File: config.mk
export PLATFORM = sky130hd
export DESIGN_NAME = exec_unit
export DESIGN_NICKNAME = d
export VERILOG_FILES = /design/src/rtl/exec_unit.sv
export SDC_FILE = /design/constraint.sdc
export NUM_CORES = 2
export LEC_CHECK = 0
export CAP_MARGIN = 15
export CORE_UTILIZATION = 40
export DETAILED_ROUTE_END_ITERATION = 8
export GPL_ROUTABILITY_DRIVEN = 0
export PLACE_DENSITY_LB_ADDON = 0.2
export SYNTH_ARGS = -nofsm -noshare
export SYNTH_HDL_FRONTEND = slang
export SYNTH_SLANG_ARGS = --single-unit
File: constraint.sdc
create_clock -name clk -period 6.8 [get_ports clk]
set_input_delay 1.7 -clock clk [delete_from_list [all_inputs] [get_ports clk]]
set_output_delay 1.7 -clock clk [all_outputs]
set_load 0.01 [all_outputs]
File: src/rtl/exec_unit.sv
// Single-issue execution unit: register file, one-cycle ALU and an iterative
// shift-add multiplier that stalls issue while it runs.
module exec_unit #(
   parameter int ADDRESS_WIDTH = 5,
   parameter int DATA_WIDTH    = 32,
   parameter int A0_INDEX      = 10
) (
   input  logic                     clk,
   input  logic                     rst_n,
   input  logic                     in_valid,
   output logic                     in_ready,
   input  logic                     RegWrite,
   input  logic                     ALUsrc,
   input  logic [2:0]               ALUctrl,
   input  logic [DATA_WIDTH-1:0]    immOp,
   input  logic [ADDRESS_WIDTH-1:0] rs1,
   input  logic [ADDRESS_WIDTH-1:0] rs2,
   input  logic [ADDRESS_WIDTH-1:0] rd,
   output logic [DATA_WIDTH-1:0]    ALUout,
   output logic                     EQ,
   output logic                     out_valid,
   output logic [DATA_WIDTH-1:0]    a0
);

   localparam int DEPTH = 2 ** ADDRESS_WIDTH;
   localparam int SHW   = $clog2(DATA_WIDTH);
   localparam int CW    = $clog2(DATA_WIDTH);

   localparam logic [2:0] OP_ADD = 3'b000;
   localparam logic [2:0] OP_SUB = 3'b001;
   localparam logic [2:0] OP_AND = 3'b010;
   localparam logic [2:0] OP_OR  = 3'b011;
   localparam logic [2:0] OP_XOR = 3'b100;
   localparam logic [2:0] OP_SLL = 3'b101;
   localparam logic [2:0] OP_SLT = 3'b110;
   localparam logic [2:0] OP_MUL = 3'b111;

   typedef enum logic {
      IDLE,
      MUL_RUN
   } state_t;

   state_t                  state;
   logic [DATA_WIDTH-1:0]   regs [DEPTH];

   logic [DATA_WIDTH-1:0]   op1_p0;
   logic [DATA_WIDTH-1:0]   op2_p0;
   logic [DATA_WIDTH-1:0]   alu_res_p0;
   logic                    accept_p0;

   logic [DATA_WIDTH-1:0]   mcand_p1;
   logic [DATA_WIDTH-1:0]   mplier_p1;
   logic [DATA_WIDTH-1:0]   acc_p1;
   logic [DATA_WIDTH-1:0]   acc_next_p1;
   logic [ADDRESS_WIDTH-1:0] rd_p1;
   logic                    we_p1;
   logic                    eq_p1;
   logic [CW-1:0]           cnt_p1;

   // Single-cycle operations; MUL is handled by the iterative datapath.
   function automatic logic [DATA_WIDTH-1:0] alu_op(
      input logic [2:0]            ctrl,
      input logic [DATA_WIDTH-1:0] a,
      input logic [DATA_WIDTH-1:0] b
   );
      logic signed [DATA_WIDTH-1:0] sa;
      logic signed [DATA_WIDTH-1:0] sb;
      logic [DATA_WIDTH-1:0]        r;
      sa = a;
      sb = b;
      case (ctrl)
         OP_ADD:  r = a + b;
         OP_SUB:  r = a - b;
         OP_AND:  r = a & b;
         OP_OR:   r = a | b;
         OP_XOR:  r = a ^ b;
         OP_SLL:  r = a << b[SHW-1:0];
         OP_SLT:  r = {{(DATA_WIDTH-1){1'b0}}, (sa < sb)};
         default: r = '0;
      endcase
      return r;
   endfunction

   // One shift-add step: add the shifted multiplicand when the current multiplier bit is set.
   function automatic logic [DATA_WIDTH-1:0] mul_step(
      input logic [DATA_WIDTH-1:0] acc,
      input logic [DATA_WIDTH-1:0] mcand,
      input logic                  mbit
   );
      return acc + (mbit ? mcand : '0);
   endfunction

   assign a0 = regs[A0_INDEX];

   always_comb begin
      op1_p0      = regs[rs1];
      op2_p0      = ALUsrc ? immOp : regs[rs2];
      alu_res_p0  = alu_op(ALUctrl, op1_p0, op2_p0);
      accept_p0   = in_valid && in_ready;
      acc_next_p1 = mul_step(acc_p1, mcand_p1, mplier_p1[0]);
   end

   always_ff @(posedge clk or negedge rst_n) begin
      if (!rst_n) begin
         state     <= IDLE;
         in_ready  <= 1'b1;
         out_valid <= 1'b0;
         ALUout    <= '0;
         EQ        <= 1'b0;
         mcand_p1  <= '0;
         mplier_p1 <= '0;
         acc_p1    <= '0;
         rd_p1     <= '0;
         we_p1     <= 1'b0;
         eq_p1     <= 1'b0;
         cnt_p1    <= '0;
         for (int i = 0; i < DEPTH; i++) begin
            regs[i] <= '0;
         end
      end else begin
         out_valid <= 1'b0;
         case (state)
            IDLE: begin
               // Issue stage: operands read combinationally on the acceptance edge
               if (accept_p0) begin
                  if (ALUctrl == OP_MUL) begin
                     mcand_p1  <= op1_p0;
                     mplier_p1 <= op2_p0;
                     acc_p1    <= '0;
                     rd_p1     <= rd;
                     we_p1     <= RegWrite;
                     eq_p1     <= (op1_p0 == op2_p0);
                     cnt_p1    <= CW'(DATA_WIDTH - 1);
                     in_ready  <= 1'b0;
                     state     <= MUL_RUN;
                  end else begin
                     ALUout    <= alu_res_p0;
                     EQ        <= (op1_p0 == op2_p0);
                     out_valid <= 1'b1;
                     if (RegWrite && (rd != '0)) begin
                        regs[rd] <= alu_res_p0;
                     end
                  end
               end
            end
            MUL_RUN: begin
               // Multiply stage: one multiplier bit per cycle, write-back on the last
               acc_p1    <= acc_next_p1;
               mcand_p1  <= mcand_p1 << 1;
               mplier_p1 <= mplier_p1 >> 1;
               cnt_p1    <= cnt_p1 - 1'b1;
               if (cnt_p1 == '0) begin
                  ALUout    <= acc_next_p1;
                  EQ        <= eq_p1;
                  out_valid <= 1'b1;
                  in_ready  <= 1'b1;
                  state     <= IDLE;
                  if (we_p1 && (rd_p1 != '0)) begin
                     regs[rd_p1] <= acc_next_p1;
                  end
               end
            end
            default: begin
               state    <= IDLE;
               in_ready <= 1'b1;
            end
         endcase
      end
   end

endmodule

==> flow_summary.json <==
{
  "finalSetupViolCount": 0,
  "wl_per_cell_um": 34.0,
  "netlist_area_sq_um": 76600,
  "chipWidth_um": 440,
  "finClkSkew_ns": 0.0394,
  "initial_core_util_pct": 40.3,
  "insertion_delay_ns": 0.85,
  "numCtsBuffers": 136,
  "synth.distinct_cells": 94,
  "nFillCells": 17600,
  "io_pins": 122,
  "final_cell_count_no_fill": 11000,
  "core_sq_um": 190000,
  "holdPathStages": 0,
  "whs_ns": 0.397,
  "worst_path_most_repeated_cell": "buf_4",
  "clkSinkCount": 1168,
  "layout_commonest_cell": "nand2_1",
  "reg2reg_to": "regs[509]",
  "rrSetupSlack_ns": 0.87,
  "min_path_type": "reg2reg",
  "grt_start_max_net_pins": 162,
  "avgSynthCellArea_sq_um": 9.66,
  "crit_arrival_ns": 7.41,
  "grt_pass1_vias": 73100,
  "cp_data_required_time_ns": 7.46,
  "cp_max_fo": 14,
  "synthTopCellsByArea": "dfrtp_1 (38%), mux4_2 (12%), o221ai_1 (6.2%)",
  "slew_headroom_pct": 18.4,
  "ys_async_sr_fraction_pct": 100,
  "h-tree-depth": 4,
  "fin_area_sq_um": 92600,
  "holdPathEnd": "regs[1012]",
  "grt_pass1_wl_um": 534000,
  "hold_start": "regs[1012]",
  "fin_setup_tns_ns": 0,
  "nets": 8581,
  "cts_tree": "built",
  "ir_drop_uv": 278,
  "reg2reg_from": "a0[6]",
  "die_y_um": 440,
  "end_kind": "flop",
  "synthDominantCellAreaShare_pct": 38.1,
  "rsz0062_at_grt": "no",
  "period_share_pct": 99.2,
  "max-cap-violations": 0,
  "placedCellCount": 10800,
  "max_stage_delay_ns": 0.60,
  "synth_top_cell_by_area": "dfrtp_1",
  "antenna_found_initial": 10,
  "vias_per_cell": 6.92,
  "ys_seq_area_share_pct": 38.2,
  "final_core_util_pct": 48.7,
  "p_leak_nw": 38.6,
  "die-area_sq_um": 193000,
  "grt_overflow": 0,
  "hold_viol": 0,
  "drt-total-wl_um": 374000,
  "grt_use_total_pct": 37.9,
  "period_needed_ns": 6.75,
  "yosys_warnings": 0,
  "syn_inst": 7925,
  "path_class": "in2reg",
  "p_total_mw": 25.2,
  "dpl_worst_slack_ns": -1.11,
  "start_kind": "input pin",
  "drv_slew": 0,
  "syn_to_final_growth_pct": 20.9,
  "dp_hpwl_um": 283000,
  "layout-drive-gt1-share_pct": 22.8,
  "cts_hold_buf": 0,
  "detail-route-antenna-nets": 0,
  "synth_edf_count": 0,
  "critPathSlowestCell": "mux4_2",
  "clk_pin_slew_ns": 0.06,
  "fmax_mhz": 148,
  "syn-num-nets": 8113,
  "final_cell_mix": "nand2_1 (1,243), dfrtp_1 (1,166), buf_4 (935), o21ai_0 (554), o221ai_1 (526)",
  "via_count": 76200,
  "io_buffers": 121,
  "clockBufferDepth": 3,
  "setup_slack_ns": 0.0523,
  "status": "finished clean",
  "placed_area_sq_um": 87600,
  "pwr_density_cell_nw_per_um2": 272,
  "ys.flop_type": "dfrtp_1",
  "first_pass_iters": 9,
  "r2r_cells": 25,
  "cts-root-buf": "clkbuf_16",
  "worst_pin_slew_ns": 1.22,
  "drcViolationCount": 0,
  "rows": 160,
  "drtIter0Drc": 11300,
  "ys_ff_latch": 1168
}
## layer usage
layer,global-route usage [%],vias to the layer above,share of wire (%)
li1,-,31100,-
met1,47.7,38200,36
met2,56.7,5741,43
met3,10.9,1196,12
met4,25.1,10,7.9
met5,0.372,-,0.042
## worst max-delay path, delay by kind of cell
kind | cells | cell delay (ns)
AOI/OAI and AO/OA | 9 | 1.65
muxes | 4 | 1.59
buffers and inverters | 9 | 1.61
adders and majority gates | 1 | 0.27
and+or+nand+nor | 4 | 0.56
## registers in the layout, indices dropped and copies added (netlist names)
| signal | cells |
|---|---|
| we_p1 | 1 |
| rd_p1 | 5 |
| in_ready | 1 |
| a0 | 32 |
| cnt_p1 | 5 |
| mplier_p1 | 32 |
| regs | 992 |
| ALUout | 32 |
| out_valid | 1 |
| EQ | 1 |
| eq_p1 | 1 |
| mcand_p1 | 32 |
| state | 1 |
| acc_p1 | 32 |
## cells in the mapped netlist, drive strengths merged, types with 35 or more instances
cell type and instances:
o21ai 613, o32a 37, ha 131, a21oi 363, nor2b 35, inv 116, a22oi 297, nor2 428
or3 44, and2 57, o22ai 106, a32oi 94, mux2i 440, a22o 74, a21o 36, mux4 411
clkbuf 624, o211ai 114, nor3 88, o221ai 538, nand3 149, buf 231, nand2 1248, dfrtp 1167
## repair_timing
action | in CTS | in global routing
cloned | 0 | 3
pin swaps | 0 | 4
gates resized for setup | 3 | 39
buffers inserted | 0 | 11
endpoints found under the setup margin | 187 | 472
endpoints found under the hold margin | 0 | 0
## power by group
part           internal (mW)  leakage, nW  switching [mW]
Sequential              7.80         16.1           0.934
Combinational           2.97         20.2            5.61
Clock                   4.54         2.27            3.32
Total                   15.3         38.6            9.86
## how the worst max path moves through the flow
stage	startpoint	to	slack, ns	cells after the start
after floorplan	rs2[0]	regs[895]	-0.03	24
after global routing	rs2[0]	regs[376]	0.01	27
final	rs2[0]	regs[509]	0.05	27
after CTS	rs2[0]	regs[70]	0.01	27
after detailed placement	rs2[0]	regs[957]	-1.11	26
after global placement	rs2[0]	regs[957]	-1.03	26
## logic make-up after synthesis
kind of cell               Yosys count  synth area share [%]
and+or+nand+nor                   2200                  12.3
buffers and inverters              973                  5.56
AOI/OAI and AO/OA                 2534                  23.1
adders and majority gates          133                  2.19
muxes                              870                  18.1
DFF                               1168                  38.2
xor gates and xnor gates            47                 0.538
## layout make-up
| class | count | area (sq um) | share of cell area (%) |
|---|---|---|---|
| multi-input cells | 5784 | 44300 | 47.8 |
| flip-flops and latches | 1168 | 29200 | 31.6 |
| repair buffers | 1185 | 10800 | 11.7 |
| clock buffers | 186 | 3830 | 4.14 |
| well taps | 2511 | 3140 | 3.39 |
| clock inverters | 56 | 805 | 0.869 |
| inverters | 118 | 445 | 0.481 |
| diodes | 4 | 10.0 | 0.0108 |
No activity file was read; power rests on OpenSTA's default activity.
